**src/rtl/result_writeback.sv**
```systemverilog
// rtl/result_writeback.sv - serialises finished output tiles into the output buffer and flags completion
module result_writeback #(
  parameter int WIDTH      = 32,
  parameter int ROW1       = 2,
  parameter int COL2       = 5,
  parameter int ROW_PE     = 4,
  parameter int COL_PE     = 4,
  parameter int HEIGHT_OUT = 256,
  localparam int AW        = $clog2(HEIGHT_OUT)
) (
  input  logic                            clk,
  input  logic                            rst,
  input  logic                            start,
  input  logic                            tile_valid,
  output logic                            tile_ready,
  input  logic [7:0]                      tile_i,
  input  logic [7:0]                      tile_j,
  input  logic [ROW_PE*COL_PE*WIDTH-1:0]  tile_data,
  input  logic                            wr_ready,
  output logic                            wr_en,
  output logic [AW-1:0]                   wr_addr,
  output logic [WIDTH-1:0]                wr_data,
  output logic                            done,
  output logic                            err
);

  localparam int N  = ROW_PE * COL_PE;
  localparam int EW = (N > 1) ? $clog2(N) : 1;
  localparam int NT = ROW1 * COL2;
  localparam int CW = $clog2(NT + 1);

  typedef enum logic [1:0] {IDLE, COLLECT, DRAIN, FINISH} state_t;

  state_t              state, state_n;
  logic [N*WIDTH-1:0]  tile_q;
  logic [7:0]          ti_q, tj_q;
  logic [15:0]         idx_in, idx_q;
  logic [EW-1:0]       elem;
  logic [NT-1:0]       bitmap, bitmap_sh;
  logic [CW-1:0]       count;
  logic                err_q;
  logic                hs, fire, last, legal;
  logic [15:0]         e16, row16, col16;

  assign hs        = tile_valid && tile_ready;
  assign fire      = wr_en && wr_ready;
  assign last      = fire && (elem == EW'(N - 1));
  assign idx_in    = 16'(tile_i) * 16'(COL2) + 16'(tile_j);
  assign bitmap_sh = bitmap >> idx_in;
  // Out-of-range tiles never reach the bitmap lookup result because the range terms gate it.
  assign legal     = (tile_i < 8'(ROW1)) && (tile_j < 8'(COL2)) && !bitmap_sh[0];

  assign e16   = 16'(elem);
  assign row16 = 16'(ti_q) * 16'(ROW_PE) + e16 / 16'(COL_PE);
  assign col16 = 16'(tj_q) * 16'(COL_PE) + e16 % 16'(COL_PE);

  assign wr_addr = wr_en ? AW'(row16 * 16'(COL2 * COL_PE) + col16) : '0;
  assign wr_data = wr_en ? tile_q[elem*WIDTH +: WIDTH] : '0;
  assign err     = err_q;

  always_ff @(posedge clk) begin
    if (rst) state <= IDLE;
    else     state <= state_n;
  end

  always_comb begin
    state_n    = state;
    tile_ready = 1'b0;
    wr_en      = 1'b0;
    done       = 1'b0;
    case (state)
      IDLE: begin
        if (start) state_n = COLLECT;
      end
      COLLECT: begin
        tile_ready = 1'b1;
        if (start)             state_n = COLLECT;
        else if (hs && legal)  state_n = DRAIN;
      end
      DRAIN: begin
        wr_en = 1'b1;
        if (start)     state_n = COLLECT;
        else if (last) state_n = (count == CW'(NT - 1)) ? FINISH : COLLECT;
      end
      FINISH: begin
        done = 1'b1;
        if (start) state_n = COLLECT;
      end
      default: state_n = IDLE;
    endcase
  end

  always_ff @(posedge clk) begin
    if (rst) begin
      tile_q <= '0;
      ti_q   <= '0;
      tj_q   <= '0;
      idx_q  <= '0;
      elem   <= '0;
      bitmap <= '0;
      count  <= '0;
      err_q  <= 1'b0;
    end else if (start) begin
      elem   <= '0;
      bitmap <= '0;
      count  <= '0;
      err_q  <= 1'b0;
    end else begin
      if (state == COLLECT && hs) begin
        if (legal) begin
          tile_q <= tile_data;
          ti_q   <= tile_i;
          tj_q   <= tile_j;
          idx_q  <= idx_in;
          elem   <= '0;
        end else begin
          err_q  <= 1'b1;
        end
      end
      if (state == DRAIN && fire) begin
        if (last) begin
          elem   <= '0;
          bitmap <= bitmap | (NT'(1) << idx_q);
          count  <= count + 1'b1;
        end else begin
          elem   <= elem + 1'b1;
        end
      end
    end
  end

endmodule

```
**config.mk**
```make
export PLATFORM = sky130hd
export DESIGN_NAME = result_writeback
export DESIGN_NICKNAME = d
export VERILOG_FILES = /design/src/rtl/result_writeback.sv
export SDC_FILE = /design/constraint.sdc
export NUM_CORES = 1
export LEC_CHECK = 0
export ABC_AREA = 1
export BUFFER_PORTS_ARGS = -buffer_cell sky130_fd_sc_hd__buf_2
export CORE_UTILIZATION = 57
export CTS_BUF_LIST = sky130_fd_sc_hd__clkbuf_2 sky130_fd_sc_hd__clkbuf_4 sky130_fd_sc_hd__clkbuf_8
export DETAILED_ROUTE_END_ITERATION = 10
export PLACE_DENSITY = 0.83
export SETUP_SLACK_MARGIN = 0.3
export SYNTH_ARGS = -nofsm -noshare
export SYNTH_HDL_FRONTEND = slang
export SYNTH_SLANG_ARGS = --single-unit
```
**constraint.sdc**
```tcl
create_clock -name clk -period 3.65 [get_ports clk]
set_input_delay 0.365 -clock clk [delete_from_list [all_inputs] [get_ports clk]]
set_output_delay 0.365 -clock clk [all_outputs]
set_load 0.05 [all_outputs]
```
==> run metrics, run 1 <==
synth unique cells=28; post-DP HPWL=67,500 µm; synth warn=0; die width=224 µm; Mean Syn Cell Area=6.10 µm²; most area-hungry cell type in the Yosys netlist=dfxtp_1; Last stage=global routing (5_1_grt); CTS Sinks=554; status=did not finish; IO Pins=577; Clock H-tree levels=3; ys flop type=dfxtp_1; num rows=80; Mapped Cells=4,590; GR Util All Layers=54.1%; register bit total from synthesis=554; EDFF count, synth=0; Commonest cells post-synth=1,258 x nand2_1, 1,097 x nor2_1, 605 x inv_1; Net Count, Synth=5,165; asr flop ratio synth=0%; first-pass GRT wire length=208,000 µm; PortBufs=576; Err=[ERROR GRT-0116] Global routing finished with congestion. Check the congestion regions in the DRC Viewer.; clock tree buffer depth=3; top cell type's share of synthesized area=39.6%; cts bufs inserted=91; cell area after synthesis=28,000 µm²; Starting Density=58.3%; RePlAce Congestion=0.920; sequential share of the synthesized area=39.6%; Overflow after GRT=48; clk root buf=clkbuf_8; largest net degree at the start of global routing=149; die height=224 µm; top-count cell post-synth=nand2_1; top post-synthesis cells by area=dfxtp_1 40%, nand2_1 17%, nor2_1 15%, inv_1 8.1%, a21oi_1 5.1%; vias in the first global route=37,100; placed cell areas=31,500 µm²
==> metrics by stage <==
step           hold slack, ns  utilization [%]  instances  worst slack, ns
3_5_place_dp            0.449             65.5       5582           0.0699
3_3_place_gp            0.444             65.5       5582            0.123
2_1_floorplan           0.434                -       4590            0.659
4_1_cts                0.0773             80.2       6254            0.172
==> repair_timing <==
action                     in CTS
cloned                          0
resized for setup               5
hold buffers                  518
buffers inserted                1
setup endpoints to repair      12
hold endpoints to repair      518
==> cells by family after synthesis <==
family,share of synthesized area [%]
flops,39.6
compound gates,10.7
buf+inv,12.9
xor+xnor,0.188
fa+ha+maj,2.09
simple gates,34.4
==> per-layer routing <==
metal,overflow,track usage [%]
met5,0,1.86
met4,27,48.3
met3,0,27.0
met2,21,77.3
met1,0,58.6
==> run 2, diff against run 1 <==
CORE_UTILIZATION = 40   (was 57)
CTS_BUF_LIST = not set   (was sky130_fd_sc_hd__clkbuf_2 sky130_fd_sc_hd__clkbuf_4 sky130_fd_sc_hd__clkbuf_8)
PLACE_DENSITY = not set   (was 0.83)
PLACE_DENSITY_LB_ADDON = 0.15   (was not set)
SETUP_SLACK_MARGIN = not set   (was 0.3)
==> run metrics, run 2 <==
DR DRC count=0; placed cell areas=31,900 µm² (+1.4%); cell area after synthesis=28,000 µm² (unchanged); via count=30,800; sequential share of the synthesized area=39.6% (unchanged); Core Area=68,900 µm²; Starting Density=40.6% (-18 points); die width=267 µm (+19%); critical path arrival=3.05 ns; CTS Sinks=554 (unchanged); power per cell area=354 nW/µm²; nets@finish=6,086; share of layout cells above drive strength 1=13.7%; Regs by FF count=tile_q x512, idx_q x11, bitmap x10; vias in the first global route=29,100; crit path time final=3.42 ns; number of flip-flops in the largest register=512; Final Hold Viols=0; status=completed; die area=71,100 µm²; via/cell ratio=4.73; synth unique cells=28 (unchanged); Synth-to-Final Area Change=38.6%; GR Util All Layers=29.8%; top post-synthesis cells by area=dfxtp_1 40%, nand2_1 17%, nor2_1 15%, inv_1 8.1%, a21oi_1 5.1%; Clock H-tree levels=2 (-1); clk_lat worst skew=0.65 ns; top-count cell post-synth=nand2_1; Finished Layout Cells=6,496; initial antenna violation count=6; finished layout cell area=38,800 µm²; die height=267 µm (+19%); Overflow after GRT=0; asr flop ratio synth=0% (unchanged); Worst Skew=0.0209 ns; Setup TNS=0 ns; post-route ant nets=0; Placed Instances=5,895 (+5.6%); Mean Syn Cell Area=6.10 µm² (unchanged); Post-CTS Setup Inserts=0 (-1); Tcrit/Tclk final=93.6%; cts bufs inserted=61 (-33%); Max IR drop VDD=0.345 mV; Min-Delay Path Class=in2reg; Mapped Cells=4,590 (unchanged); P_leak=20.3 nW; CP Class=reg2out; fmax=0.293 GHz; post-DP HPWL=73,900 µm (+9.5%); clk root buf=clkbuf_16; Top reg by flops=tile_q; relative slew slack=27.0%; WL per Instance=16.8 µm; Critical Path RT=3.28 ns; Iteration-0 DRC Markers=2,492; FILL cells=6,739; final wirelength=109,000 µm; critical path peak fanout=46; first-pass GRT wire length=163,000 µm; max-slew violation count=0; PortBufs=576 (unchanged); CTS clk-pin slew, worst paths=0.06 ns; TritonCTS clock tree=built; Worst setup EP type=output pin; IO Pins=577 (unchanged); Commonest cells post-synth=1,258 x nand2_1, 1,097 x nor2_1, 605 x inv_1; largest net degree at the start of global routing=128; final setup violating endpoints=0; Net Count, Synth=5,165 (unchanged); EDFF count, synth=0 (unchanged); worst-margin pin slew=1.09 ns; top cell type's share of synthesized area=39.6% (unchanged); RSZ-0062 raised after global routing=no; Min Hold Slack=0.0270 ns; register bit total from synthesis=554 (unchanged); num rows=96 (+20%); Worst Setup Start Kind=register; clock tree buffer depth=3 (unchanged); most area-hungry cell type in the Yosys netlist=dfxtp_1; Max-cap violations=0; ys flop type=dfxtp_1; commonest non-fill, non-tap cell in the layout=nand2_1; synth warn=0 (unchanged); RePlAce Congestion=0.900 (-2.2%); DRT Pass-1 Iters=6; most frequent cells in the layout=1,258 x nand2_1, 1,096 x nor2_1, 602 x inv_1, 560 x buf_2, 551 x dfxtp_1
## run 2: cell counts after synthesis
No cell type changed its count.
## run 2: final timing paths
| check | from | to | slack (ns) | cells after the start |
|---|---|---|---|---|
| min | tile_data[321] | tile_q[321] | 0.03 | 3 |
| max | elem[0] | wr_data[15] | 0.23 | 7 |
| max reg2reg | state[0] | state[1] | 1.07 | 8 |
| min reg2reg | bitmap[9] | bitmap[9] | 0.46 | 2 |
## run 2: cells by family after synthesis
kind of cell               share of synthesized area [%]
and+or+nand+nor                                     34.4
buffers and inverters                               12.9
AOI/OAI and AO/OA                                   10.7
DFF                                                 39.6
adders and majority gates                           2.09
xor gates and xnor gates                           0.188
## run 2: repair_timing
action | CTS | global route
endpoints found under the hold margin | 481 | 3
hold buffers | 481 | 3
resized for setup | 0 | 3
setup endpoints to repair | 0 | 1
## run 2: worst max-delay path, cell delays in order (launching register included)
cell and delay (ns):
dfxtp_4 0.62, inv_8 0.18, buf_4 0.34, o21ai_0 0.57
nand3_1 0.15, nand3_1 0.12, a31oi_1 0.14, buf_12 0.23
## run 2: per-layer routing
| layer | wire length [µm] | vias to the layer above | track usage [%] |
|---|---|---|---|
| met2 | 50600 | 994 | 49.7 |
| li1 | - | 15700 | - |
| met5 | 25 | - | 0 |
| met1 | 46200 | 13800 | 37.2 |
| met3 | 6220 | 303 | 4.46 |
| met4 | 6010 | 4 | 15.1 |
## run 2: cell type report
| class | count | area, µm² | area share (%) |
|---|---|---|---|
| Multi-Input combinational cell | 3147 | 13300 | 34.3 |
| Sequential cell | 554 | 11100 | 28.6 |
| Timing Repair Buffer | 1141 | 8900 | 22.9 |
| Inverter | 606 | 2290 | 5.91 |
| Clock buffer | 96 | 1840 | 4.74 |
| Tap cell | 931 | 1160 | 3.00 |
| Clock inverter | 17 | 190 | 0.490 |
| Antenna cell | 4 | 10.0 | 0.0258 |
## run 2: metrics by stage
step	setup WS [ns]	utilization, %	power (mW)
after global routing	0.0483	56.3	14.2
final	0.232	56.3	13.7
after floorplan	0.659	-	6.59
after detailed placement	0.108	46.3	7.10
after global placement	0.117	46.3	7.11
after CTS	0.196	56.2	13.8
## run 2: report_power, final
group / total, mW / internal, mW / leakage (nW) / switching (mW)
clock network: 6.31 / 3.66 / 1.01 / 2.65
registers: 6.05 / 6.05 / 4.46 / 0.00466
logic: 1.35 / 0.693 / 14.9 / 0.662
Note: power is estimated with default switching activity, not from simulation.
==> run 3, diff against run 2 <==
==> constraint.sdc (replaced) <==
create_clock -name clk -period 3.65 [get_ports clk]
set_input_delay 0.73 -clock clk [delete_from_list [all_inputs] [get_ports clk]]
set_output_delay 0.73 -clock clk [all_outputs]
set_load 0.05 [all_outputs]
==> run metrics, run 3 (synthesis results as in run 2) <==
Setup crit end=wr_data[10]; WP depth=7 (unchanged); total chip power=13.9 mW (+1.2%); Setup TNS=0 ns (unchanged); Worst R2R Setup Slack=1.08 ns (about the same); Top reg by flops=tile_q; Core Area=68,900 µm² (unchanged); IO Pins=577 (unchanged); Placement Setup Slack=-0.193 ns (-0.302 ns); num rows=96 (unchanged); power per cell area=399 nW/µm² (+13%); via/cell ratio=4.66 (-1.6%); Worst Setup Start Kind=register; Critical Path RT=2.92 ns (-0.36 ns); crit path from=elem[0]; fmax=0.281 GHz (-4.1%); die width=267 µm (unchanged); CTS Sinks=554 (unchanged); Synth-to-Final Area Change=24.2%; worst setup margin=0.0864 ns (-0.146 ns); Overflow after GRT=0 (unchanged); CP Class=reg2out; initial antenna violation count=19 (+13); Min-Delay Path Class=in2reg; final wirelength=101,000 µm (-7.0%); Worst setup EP type=output pin; DR DRC count=0 (unchanged); via count=28,300 (-7.9%); clk_lat worst skew=0.62 ns (-0.03 ns); Max stage delay cell, worst path=o21ai_0; Worst Reg2Reg Path Length in Cells=10 (+2); critical path peak fanout=6 (-87%); DRT Pass-1 Iters=5 (-1); crit path time final=3.56 ns (+0.146 ns); register area=11,100 µm² (about the same); most frequent cells in the layout=1,258 x nand2_1, 1,096 x nor2_1, 601 x inv_1, 560 x buf_2, 550 x dfxtp_1; Max-cap violations=0 (unchanged); largest net degree at the start of global routing=110 (-14%); Final Hold Viols=0 (unchanged); PortBufs=576 (unchanged); first-pass GRT wire length=151,000 µm (-7.6%); Core Util, Final=50.4% (-5.8 points); number of flip-flops in the largest register=512 (unchanged); FILL cells=7,261 (+7.7%); max incr delay on CP=0.66 ns (+0.04 ns); RePlAce Congestion=0.903 (+0.33%); nets@finish=5,665 (-6.9%); share of layout cells above drive strength 1=16.4% (+2.7 points); post-DP HPWL=75,200 µm (+1.7%); final setup violating endpoints=0 (unchanged); GR Util All Layers=27.8% (-1.9 points); WL per Instance=16.7 µm (-0.65%); CTS clk-pin slew, worst paths=0.06 ns (about the same); commonest non-fill, non-tap cell in the layout=nand2_1; die height=267 µm (unchanged); Starting Density=40.6% (unchanged); vias in the first global route=26,000 (-11%); relative slew slack=44.0% (+17 points); die area=71,100 µm² (unchanged); critical path arrival=2.83 ns (-0.22 ns); Tcrit/Tclk final=97.6% (+4.0 points); Iteration-0 DRC Markers=2,234 (-10%); placed cell areas=32,400 µm² (+1.6%); finished layout cell area=34,800 µm² (-10%); Finished Layout Cells=6,079 (-6.4%); P_leak=18.8 nW (-7.8%); TritonCTS clock tree=built; area occupied by multi-input gates=13,300 µm² (+0.23%); Top delay family on crit path=compound AO/OA/AOI/OAI gates; clock tree buffer depth=3 (unchanged); Reg2Reg Launch Point=elem[1]; worst-margin pin slew=0.831 ns (-0.264 ns); Regs by FF count=tile_q x512, idx_q x11, bitmap x10; Min Hold Slack=0.334 ns (+0.307 ns); CP Cell Sequence=buf_4, buf_4, o21ai_0, nand3_1, nand3_1, a31oi_1, buf_2; post-route ant nets=0 (unchanged); RSZ-0062 raised after global routing=no; Clock H-tree levels=3 (+1); clk root buf=clkbuf_16; max-slew violation count=0 (unchanged); Max IR drop VDD=0.292 mV (-15%); cts bufs inserted=67 (+9.8%); worst path buffer plus inverter count=3 (unchanged); status=completed; Placed Instances=5,946 (+0.87%); Worst Skew=0.0187 ns (-0.00218 ns); reg2reg end=bitmap[5]
-- run 3: cell types whose count changed in the layout (fill, tap and decap cells not counted), sizes merged --
cell / delta
dlygate4sd3: -484
bufinv: +1
inv: +1
clkbuf: -2
clkinv: +7
buf: +57
diode: +3
-- run 3: power by group --
group / total (mW) / leakage (nW) / switching, mW / internal [mW]
clock: 6.83 / 1.13 / 2.75 / 4.08
combinational: 1.01 / 13.2 / 0.583 / 0.423
sequential: 6.05 / 4.46 / 0.00303 / 6.05
total: 13.9 / 18.8 / 3.34 / 10.6
-- run 3: area by class of cell --
class | instances | share of cell area [%]
Tap cell | 931 | 3.35
Sequential cell | 554 | 31.9
Multi-Input combinational cell | 3147 | 38.3
Clock buffer | 94 | 5.69
Antenna cell | 7 | 0.0504
Clock inverter | 26 | 0.802
Inverter | 606 | 6.60
Timing Repair Buffer | 714 | 13.3
-- run 3: worst min path at each step --
stage / from / end / slack (ns) / depth (start not counted)
final: tile_data[24] / tile_q[24] / 0.33 / 3
after global routing: tile_data[261] / tile_q[261] / 0.33 / 3
after CTS: tile_data[398] / tile_q[398] / 0.31 / 3
after detailed placement: bitmap[9] / bitmap[9] / 0.46 / 2
after global placement: err / err / 0.45 / 2
after floorplan: bitmap[9] / bitmap[9] / 0.44 / 2
-- run 3: worst register-to-register path, cell delays in order, from the launching register on --
cell	delay, ns
dfxtp_4	0.55
buf_12	0.29
ha_1	0.27
nand2_1	0.09
nor2_1	0.26
inv_1	0.18
nor3_1	0.32
inv_1	0.11
nor2_1	0.25
a31oi_1	0.12
nor2_1	0.09
-- run 3: what timing repair did --
item	4_1_cts	5_1_grt
endpoints found under the setup margin	4	15
setup buffers	1	5
pin swaps	0	1
hold buffers	0	0
gates resized for setup	4	7
-- run 3: routing by layer --
metal | wire, µm | share of wire, % | track usage, %
met3 | 5750 | 5.7 | 4.55
met5 | 115 | 0.11 | 0
met4 | 4000 | 3.9 | 11.0
met1 | 44200 | 44 | 35.7
met2 | 47300 | 47 | 46.4
